<file path="src/rtl/div_signed_unsigned.sv">
// div_signed_unsigned
// Iterative 32-bit divider, restoring shift-subtract, one quotient bit per
// cycle. SIGNED selects two's-complement (1) or unsigned (0) operation.
// The result {quotient, remainder} appears LATENCY edges after the accept
// edge as a one-cycle strobe; tdata/tuser hold until the next result.
// LATENCY must be 34 or greater: capture (edge N), setup (N+1), 32
// iterations (N+2..N+33), and the sign fix-up registered on edge N+LATENCY.
module div_signed_unsigned #(
   parameter bit SIGNED  = 1'b1,
   parameter int LATENCY = 36
) (
   input  logic        aclk,
   input  logic        aresetn,
   input  logic        s_axis_dividend_tvalid,
   output logic        s_axis_dividend_tready,
   input  logic [31:0] s_axis_dividend_tdata,
   input  logic        s_axis_divisor_tvalid,
   output logic        s_axis_divisor_tready,
   input  logic [31:0] s_axis_divisor_tdata,
   output logic        m_axis_dout_tvalid,
   output logic        m_axis_dout_tuser,
   output logic [63:0] m_axis_dout_tdata
);

   localparam int CW = $clog2(LATENCY + 1);

   typedef enum logic {IDLE, BUSY} state_t;

   state_t        state;
   logic [CW-1:0] cnt;        // edges elapsed since the accept edge
   logic          ready_q;
   logic [31:0]   a_q, b_q;   // captured operands
   logic          neg_a_q;    // dividend negative (signed mode only)
   logic          neg_q_q;    // quotient must be negated
   logic          dbz_q;      // divisor was zero
   logic [31:0]   dvs;        // divisor magnitude
   logic [31:0]   rem;        // partial remainder
   logic [31:0]   quo;        // dividend shifts out, quotient shifts in

   logic          both_valid;
   logic          neg_a, neg_b;
   logic [31:0]   mag_a, mag_b;
   logic [32:0]   trial;
   logic [31:0]   fix_q, fix_r;

   assign both_valid             = s_axis_dividend_tvalid && s_axis_divisor_tvalid;
   assign s_axis_dividend_tready = ready_q;
   assign s_axis_divisor_tready  = ready_q;

   // Magnitudes, trial subtraction and sign fix-up of the final result.
   // 0x80000000 negates to itself, which is its correct unsigned magnitude.
   always_comb begin
      // NOTE: every combinational output gets a default first so no path leaves it unassigned (no latch).
      neg_a = 1'b0;
      neg_b = 1'b0;
      if (SIGNED) begin
         neg_a = a_q[31];
         neg_b = b_q[31];
      end
      mag_a = neg_a ? (~a_q + 32'd1) : a_q;
      mag_b = neg_b ? (~b_q + 32'd1) : b_q;
      trial = {rem, quo[31]} - {1'b0, dvs};
      fix_q = neg_q_q ? (~quo + 32'd1) : quo;
      fix_r = neg_a_q ? (~rem + 32'd1) : rem;
   end

   // Control FSM, divider datapath and registered result channel.
   always_ff @(posedge aclk or negedge aresetn) begin
      if (!aresetn) begin
         // NOTE: working registers are reset with the rest so an aborted operation leaves no stale state behind.
         state              <= IDLE;
         cnt                <= '0;
         ready_q            <= 1'b0;
         a_q                <= '0;
         b_q                <= '0;
         neg_a_q            <= 1'b0;
         neg_q_q            <= 1'b0;
         dbz_q              <= 1'b0;
         dvs                <= '0;
         rem                <= '0;
         quo                <= '0;
         m_axis_dout_tvalid <= 1'b0;
         m_axis_dout_tuser  <= 1'b0;
         m_axis_dout_tdata  <= '0;
      end else begin
         // NOTE: sequential state uses non-blocking assignments so every register samples pre-edge values.
         m_axis_dout_tvalid <= 1'b0;
         case (state)
            IDLE: begin
               if (ready_q && both_valid) begin
                  a_q     <= s_axis_dividend_tdata;
                  b_q     <= s_axis_divisor_tdata;
                  cnt     <= CW'(1);
                  ready_q <= 1'b0;
                  state   <= BUSY;
               end else begin
                  ready_q <= 1'b1;
               end
            end
            BUSY: begin
               cnt <= cnt + CW'(1);
               if (cnt == CW'(1)) begin
                  // setup: magnitudes and result signs
                  rem     <= '0;
                  quo     <= mag_a;
                  dvs     <= mag_b;
                  neg_a_q <= neg_a;
                  neg_q_q <= neg_a ^ neg_b;
                  dbz_q   <= (b_q == 32'd0);
               end else if (cnt >= CW'(2) && cnt <= CW'(33)) begin
                  // one restoring step
                  if (!trial[32]) begin
                     rem <= trial[31:0];
                     quo <= {quo[30:0], 1'b1};
                  end else begin
                     rem <= {rem[30:0], quo[31]};
                     quo <= {quo[30:0], 1'b0};
                  end
               end
               if (cnt == CW'(LATENCY)) begin
                  m_axis_dout_tvalid <= 1'b1;
                  m_axis_dout_tuser  <= dbz_q;
                  m_axis_dout_tdata  <= {fix_q, fix_r};
                  if (both_valid) begin
                     // operands held valid: start the next operation at once
                     a_q <= s_axis_dividend_tdata;
                     b_q <= s_axis_divisor_tdata;
                     cnt <= CW'(1);
                  end else begin
                     ready_q <= 1'b1;
                     state   <= IDLE;
                  end
               end
            end
            default: state <= IDLE;
         endcase
      end
   end

endmodule

</file>
<file path="config.mk">
export PLATFORM = sky130hd
export DESIGN_NAME = div_signed_unsigned
export DESIGN_NICKNAME = d
export VERILOG_FILES = /design/src/rtl/div_signed_unsigned.sv
export SDC_FILE = /design/constraint.sdc
export NUM_CORES = 1
export LEC_CHECK = 0
export BUFFER_PORTS_ARGS = -buffer_cell sky130_fd_sc_hd__buf_2
export CAP_MARGIN = 20
export CELL_PAD_IN_SITES_DETAIL_PLACEMENT = 1
export CELL_PAD_IN_SITES_GLOBAL_PLACEMENT = 2
export CORE_ASPECT_RATIO = 1.25
export CORE_MARGIN = 5
export CORE_UTILIZATION = 38
export CTS_CLUSTER_SIZE = 10
export DETAILED_ROUTE_END_ITERATION = 10
export MAX_ROUTING_LAYER = met4
export PLACE_DENSITY = 0.9
export SYNTH_ARGS = -nofsm -noshare
export SYNTH_HDL_FRONTEND = slang
export SYNTH_SLANG_ARGS = --single-unit
</file>
<file path="constraint.sdc">
create_clock -name aclk -period 4.76 [get_ports aclk]
set_input_delay 0.476 -clock aclk [delete_from_list [all_inputs] [get_ports aclk]]
set_output_delay 0.476 -clock aclk [all_outputs]
set_load 0.01 [all_outputs]
</file>
==> flow_metrics.tcl, run 1 <==
set metrics [dict create \
    setup_viol 0 \
    drtPass1Iterations 4 \
    synthArstFlopShare_pct 100 \
    clk_path_buf_depth 3 \
    clk_pin_slew_worst_paths_ns 0.05 \
    dp_hpwl_um 25800 \
    maxSlewViolCount 0 \
    fp.dieArea_mm2 0.0390 \
    nFillCells 4034 \
    synth_area_per_cell_um2 9.31 \
    leakagePower_nw 6.97 \
    synth_edf_count 0 \
    totalWireLength_um 35800 \
    post_cts_buffers 0 \
    core_mm2 0.0346 \
    detail-route-antenna-nets 0 \
    regArea_mm2 0.00593 \
    hold_class "in -> async" \
    fin_crit_ns 3.83 \
    fin_area_mm2 0.0154 \
    worst_pin_slew_ns 1.05 \
    vdd_ir_drop_max_v 0.000479 \
    numCtsBuffers 28 \
    startpoint_type "flop" \
    avgRoutedWirePerCell_um 17.8 \
    setup.reg_to_reg.worst_slack_ns 0.93 \
    ctsHtreeMaxLevel 1 \
    via_per_inst 5.28 \
    multi_input_area_mm2 0.00698 \
    cts_tree "done" \
    finalCritPeriodShare_pct 80.4 \
    fmax_mhz 261 \
    status "complete, no violations" \
    first_global_vias 11300 \
    worstPathArrival_ns 4.23 \
    num_vias 10700 \
    cts_hold_buf 0 \
    critPathCaptureType "flop" \
    synth.top_cells.by_area "dfrtp_1 (44%), o21ai_0 (7.9%), xor2_1 (7.3%)" \
    synth_area_leader_cell "dfrtp_1" \
    mostFrequentLayoutCell "dfrtp_1" \
    stdcell_count 2017 \
    r2r_cells 14 \
    synth_top_flop_cell "dfrtp_1" \
    post_dp_cell_area_mm2 0.0145 \
    root_buffer "clkbuf_16" \
    grt_max_degree 131 \
    grt_remaining_overflow 0 \
    place.gp.congestion 0.863 \
    path_class "reg -> reg" \
    total_power_mw 12.6 \
    core.rowCount 76 \
    grt_pass1_wl_um 59500 \
    synth_top_area_share_pct 44.4 \
    timing.rr.start "quo[31]$_DFFE_PN0P_" \
    tns_ns 0 \
    antenna_found_initial 2 \
    synth_cells 1435 \
    r2r_end "rem[8]$_DFFE_PN0P_" \
    die_h_um 220 \
    dp.cells 1973 \
    startpoint "quo[31]$_DFFE_PN0P_" \
    critPathMaxFanout 40 \
    yosys_warnings 0 \
    die_w_um 178 \
    clk_latency_ns 0.56 \
    drt_iter0_markers 498 \
    port_buffers 135 \
    route.detailed.drc 0 \
    relSlewSlack_pct 29.8 \
    worstPathRequired_ns 5.17 \
    syn_area_mm2 0.0134 \
    critPathCapture "rem[8]$_DFFE_PN0P_" \
    cap_violations 0 \
    rsz0062_at_grt "no" \
    power_density_mw_per_mm2 822 \
    fin_nets 1648 \
    final_cell_mix "dfrtp_1 (237), nand2_1 (220), o21ai_0 (211)" \
    gr-usage-all-layers_pct 19.0 \
    cts_resized 0 \
    cts_sinks 237 \
    hold_viol 0 \
    yosysSeqAreaShare_pct 44.4 \
    ys_ff_latch 237 \
    syn_to_final_growth_pct 15.1 \
    synth.distinct_cells 53 \
    initial_utilization_pct 38.6 \
    fin_skew_ns 0.0146 \
    drive_above_1_share_pct 16.8 \
    io_pins 136 \
    syn-num-nets 1544 \
]
worst max-delay path: stages, from the launching register on:
cell and delay [ns]:
dfrtp_1 0.34, inv_1 0.08, ha_1 0.22, fa_1 0.39, nand2b_1 0.20, a21oi_1 0.25
o211ai_1 0.18, and3_1 0.22, o31ai_1 0.48, a211o_1 0.20, a21oi_1 0.09, xnor2_2 0.13
buf_4 0.54, mux2i_1 0.24, o21ai_0 0.09
stage by stage:
step / worst slack, ns / hold WS [ns] / util, %
3_5_place_dp: 0.965 / 0.465 / 41.8
5_1_grt: 0.633 / 0.113 / 44.4
2_1_floorplan: 1.40 / 0.180 / -
3_3_place_gp: 1.03 / 0.454 / 41.8
6_report: 0.933 / 0.0556 / 44.4
4_1_cts: 0.936 / 0.0837 / 44.1
report_power, final:
| group | switching (mW) | internal [mW] |
|---|---|---|
| Sequential | 1.11 | 2.92 |
| Combinational | 3.77 | 2.87 |
| Clock | 0.805 | 1.14 |
| Total | 5.69 | 6.94 |
registers in the layout, summed over array words and instances (netlist names), 6 cells and up:
| name | flops |
|---|---|
| a_q | 32 |
| b_q | 32 |
| cnt | 6 |
| dvs | 32 |
| m_axis_dout_tdata | 64 |
| quo | 32 |
| rem | 32 |
cell type report:
type | count | area share, %
diodes | 2 | 0.0326
repair buffers | 148 | 5.70
multi-input cells | 1072 | 45.4
flip-flops and latches | 237 | 38.6
clock buffers | 38 | 5.20
inverters | 52 | 1.27
well taps | 468 | 3.81
worst min path at each step:
stage                                                 start                                 to  cells after the start
after global routing                                aresetn                b_q[14]$_DFFE_PN0P_                      1
after floorplan                                     aresetn                 a_q[0]$_DFFE_PN0P_                      0
after CTS                                           aresetn                b_q[10]$_DFFE_PN0P_                      1
after global placement        m_axis_dout_tuser$_DFFE_PN0P_      m_axis_dout_tuser$_DFFE_PN0P_                      2
final                                               aresetn                b_q[20]$_DFFE_PN0P_                      1
after detailed placement  m_axis_dout_tdata[57]$_DFFE_PN0P_  m_axis_dout_tdata[57]$_DFFE_PN0P_                      2
cells by family (layout without fill, tap and decap cells):
group                      after synthesis  count (layout)  share of synthesized area, %
muxes                                   91              91                          7.38
xor gates and xnor gates               148             148                          9.71
DFF                                    237             237                          44.4
and+or+nand+nor                        394             394                          13.4
other                                    0               2                             0
adders and majority gates               41              41                          3.90
buffers and inverters                  126             238                          3.59
AOI/OAI and AO/OA                      398             398                          17.6
synth_stat cells (2+ instances only):
cell       count
a211o_1        2
a211oi_1       3
a21o_1        11
a21oi_1       71
a22o_1         4
a311oi_1       2
a31oi_1        6
and2_1         2
and3_1         5
buf_1          6
buf_2          2
clkbuf_1      65
dfrtp_1      237
ha_1          40
inv_1         52
mux2_2        60
mux2i_1       31
nand2_1      223
nand2b_1      12
nand3_1       17
nand3b_1       2
nand4_1        8
nor2_1        60
nor2b_1        7
nor3_1         8
nor4_1         5
o2111ai_1      2
o211a_1        2
o211ai_1       5
o21a_1         3
o21ai_0      211
o21ai_1        4
o21bai_1       4
o221ai_1       2
o31ai_1       39
o41ai_1       19
or3_1         14
or4_1         22
or4_4          7
xnor2_1       37
xor2_1       111
metal layers:
metal / global-route usage [%] / up-vias / part of all wire [%]
li1: - / 5230 / -
met1: 26.6 / 5210 / 49
met4: 4.59 / 0 / 1.9
met5: - / - / 0
met2: 29.5 / 163 / 45
met3: 2.63 / 50 / 3.7
Note: power is estimated with default switching activity, not from simulation.
==> run 2: changes to the inputs <==
--- a/config.mk
+++ b/config.mk
@@ -11,11 +11,11 @@
 export CELL_PAD_IN_SITES_GLOBAL_PLACEMENT = 2
 export CORE_ASPECT_RATIO = 1.25
 export CORE_MARGIN = 5
-export CORE_UTILIZATION = 38
+export CORE_UTILIZATION = 34
 export CTS_CLUSTER_SIZE = 10
 export DETAILED_ROUTE_END_ITERATION = 10
 export MAX_ROUTING_LAYER = met4
-export PLACE_DENSITY = 0.9
+export PLACE_DENSITY = 0.86
 export SYNTH_ARGS = -nofsm -noshare
 export SYNTH_HDL_FRONTEND = slang
 export SYNTH_SLANG_ARGS = --single-unit
==> constraint.sdc (replaced) <==
create_clock -name aclk -period 3.35 [get_ports aclk]
set_input_delay 0.335 -clock aclk [delete_from_list [all_inputs] [get_ports aclk]]
set_output_delay 0.335 -clock aclk [all_outputs]
set_load 0.01 [all_outputs]
==> run 2 against run 1 <==
  * The flow now finishes with violations (negative setup slack)
  * Via count up 3.9%
  * Clock-buffer cell count stayed put
  * Die area rose by 11%
  * Non-clock buffer count rose by 99
  * Combinational power grew 64%
  * Fmax is 13% higher
  * Sequential power is 39% higher
  * Register-to-register slack worse by 0.98 ns
  * Largest cell class unchanged
  * Highest routed layer unchanged
==> flow_metrics.tcl, run 2 (synthesis gave the netlist of run 1 again) <==
set metrics [dict create \
    setup.reg_to_reg.worst_slack_ns -0.04 \
    hold-path-endpoint "b_q[17]$_DFFE_PN0P_" \
    path_class "reg -> reg" \
    tns_ns -0.0517 \
    startpoint "rem[6]$_DFFE_PN0P_" \
    root_buffer "clkbuf_16" \
    fin_skew_ns 0.0146 \
    vdd_ir_drop_max_v 0.000516 \
    cap_violations 0 \
    fin_nets 1748 \
    cts_tree "done" \
    timing.rr.start "rem[6]$_DFFE_PN0P_" \
    fp.dieArea_mm2 0.0434 \
    grt_remaining_overflow 0 \
    clk_pin_slew_worst_paths_ns 0.06 \
    stdcell_count 2149 \
    core_mm2 0.0390 \
    r2r_cells 8 \
    die_h_um 232 \
    leakagePower_nw 7.48 \
    finalCritPeriodShare_pct 101 \
    die_w_um 187 \
    core.rowCount 81 \
    initial_utilization_pct 34.2 \
    antenna_found_initial 1 \
    r2r_end "m_axis_dout_tdata[29]$_DFFE_PN0P_" \
    drt_iter0_markers 412 \
    clk_path_buf_depth 3 \
    ctsHtreeMaxLevel 1 \
    setup_viol 2 \
    gr-usage-all-layers_pct 17.6 \
    largest_reg_flops 64 \
    place.gp.congestion 0.888 \
    violations "negative setup slack" \
    port_buffers 135 \
    final_cell_mix "dfrtp_1 (237), nand2_1 (220), o21ai_0 (205)" \
    totalWireLength_um 37900 \
    hold_viol 0 \
    grt_max_degree 88 \
    worstPathRequired_ns 3.74 \
    first_global_vias 11800 \
    total_power_mw 19.3 \
    critPathCaptureType "flop" \
    maxSlewViolCount 0 \
    clk_latency_ns 0.55 \
    fmax_mhz 295 \
    syn_to_final_growth_pct 22.7 \
    hold_depth 2 \
    startpoint_type "flop" \
    worst_slack_ns -0.0449 \
    place_ws_ns -0.0811 \
    hold_class "in -> reg" \
    worst_pin_slew_ns 1.03 \
    cts_sinks 237 \
    grt_pass1_wl_um 62100 \
    critPathMaxFanout 5 \
    dp.cells 2082 \
    top_register "m_axis_dout_tdata" \
    num_vias 11100 \
    mostFrequentLayoutCell "dfrtp_1" \
    avgRoutedWirePerCell_um 17.6 \
    status "finished, violations left" \
    relSlewSlack_pct 31.6 \
    power_density_mw_per_mm2 1180 \
    nFillCells 4487 \
    dp_hpwl_um 28300 \
    io_pins 136 \
    numCtsBuffers 29 \
    rsz0062_at_grt "yes" \
    via_per_inst 5.15 \
    drive_above_1_share_pct 22.7 \
    worstPathArrival_ns 3.79 \
    hp-start "s_axis_divisor_tdata[17]" \
    route.detailed.drc 0 \
    detail-route-antenna-nets 0 \
    fin_crit_ns 3.39 \
    drtPass1Iterations 4 \
]
==> run 2: report_power, final <==
part           switching [mW]  total [mW]  internal [mW]
Combinational            5.91        10.9           5.01
Sequential               1.46        5.61           4.15
Clock                    1.16        2.75           1.60
==> run 2: metrics by stage <==
step / cell area (µm²) / hold slack (ns) / util [%]
after floorplan: 13400 / 0.0394 / -
after global placement: 15100 / 0.390 / 38.8
after detailed placement: 15100 / 0.391 / 38.8
after CTS: 16200 / 0.000337 / 41.4
after global routing: 16400 / 0.00839 / 42.0
final: 16400 / 0.0228 / 42.0
==> run 2: layer usage <==
metal	routed length [µm]	up-vias	GRT usage, %
met5	0	-	-
met4	741	0	4.23
met3	1310	49	2.08
met2	17700	168	28.5
met1	18100	5421	23.8
li1	-	5426	-
==> run 2: worst max path at each step <==
stage | endpoint | cells past startpoint
6_report | m_axis_dout_tdata[29]$_DFFE_PN0P_ | 8
5_1_grt | m_axis_dout_tdata[29]$_DFFE_PN0P_ | 8
4_1_cts | m_axis_dout_tdata[29]$_DFFE_PN0P_ | 8
3_5_place_dp | quo[29]$_DFFE_PN0P_ | 10
3_3_place_gp | quo[29]$_DFFE_PN0P_ | 10
2_1_floorplan | rem[1]$_DFFE_PN0P_ | 12
==> run 2: critical path: stages, from the launching register on <==
cell	delay, ns
dfrtp_1	0.38
or4_4	0.55
or4_4	0.44
or3_4	0.38
or4_4	0.42
or4_4	0.49
o41ai_4	0.31
xor2_1	0.18
o21ai_1	0.08
==> run 2: cell type report <==
class                   count  area, µm²  area share, %
multi-input cells        1072       7170           43.7
clock inverters             4       20.0          0.122
well taps                 498        623           3.80
flip-flops and latches    237       5930           36.2
repair buffers            247       1670           10.2
diodes                      1       2.50         0.0153
clock buffers              38        779           4.76
inverters                  52        195           1.19
==> run 2: timing repair <==
action / CTS / global route
pin swaps: 0 / 5
gates cloned: 0 / 1
hold buffers: 19 / 0
gates resized for setup: 8 / 40
setup buffers: 1 / 3
hold endpoints to repair: 102 / 0
endpoints found under the setup margin: 11 / 49
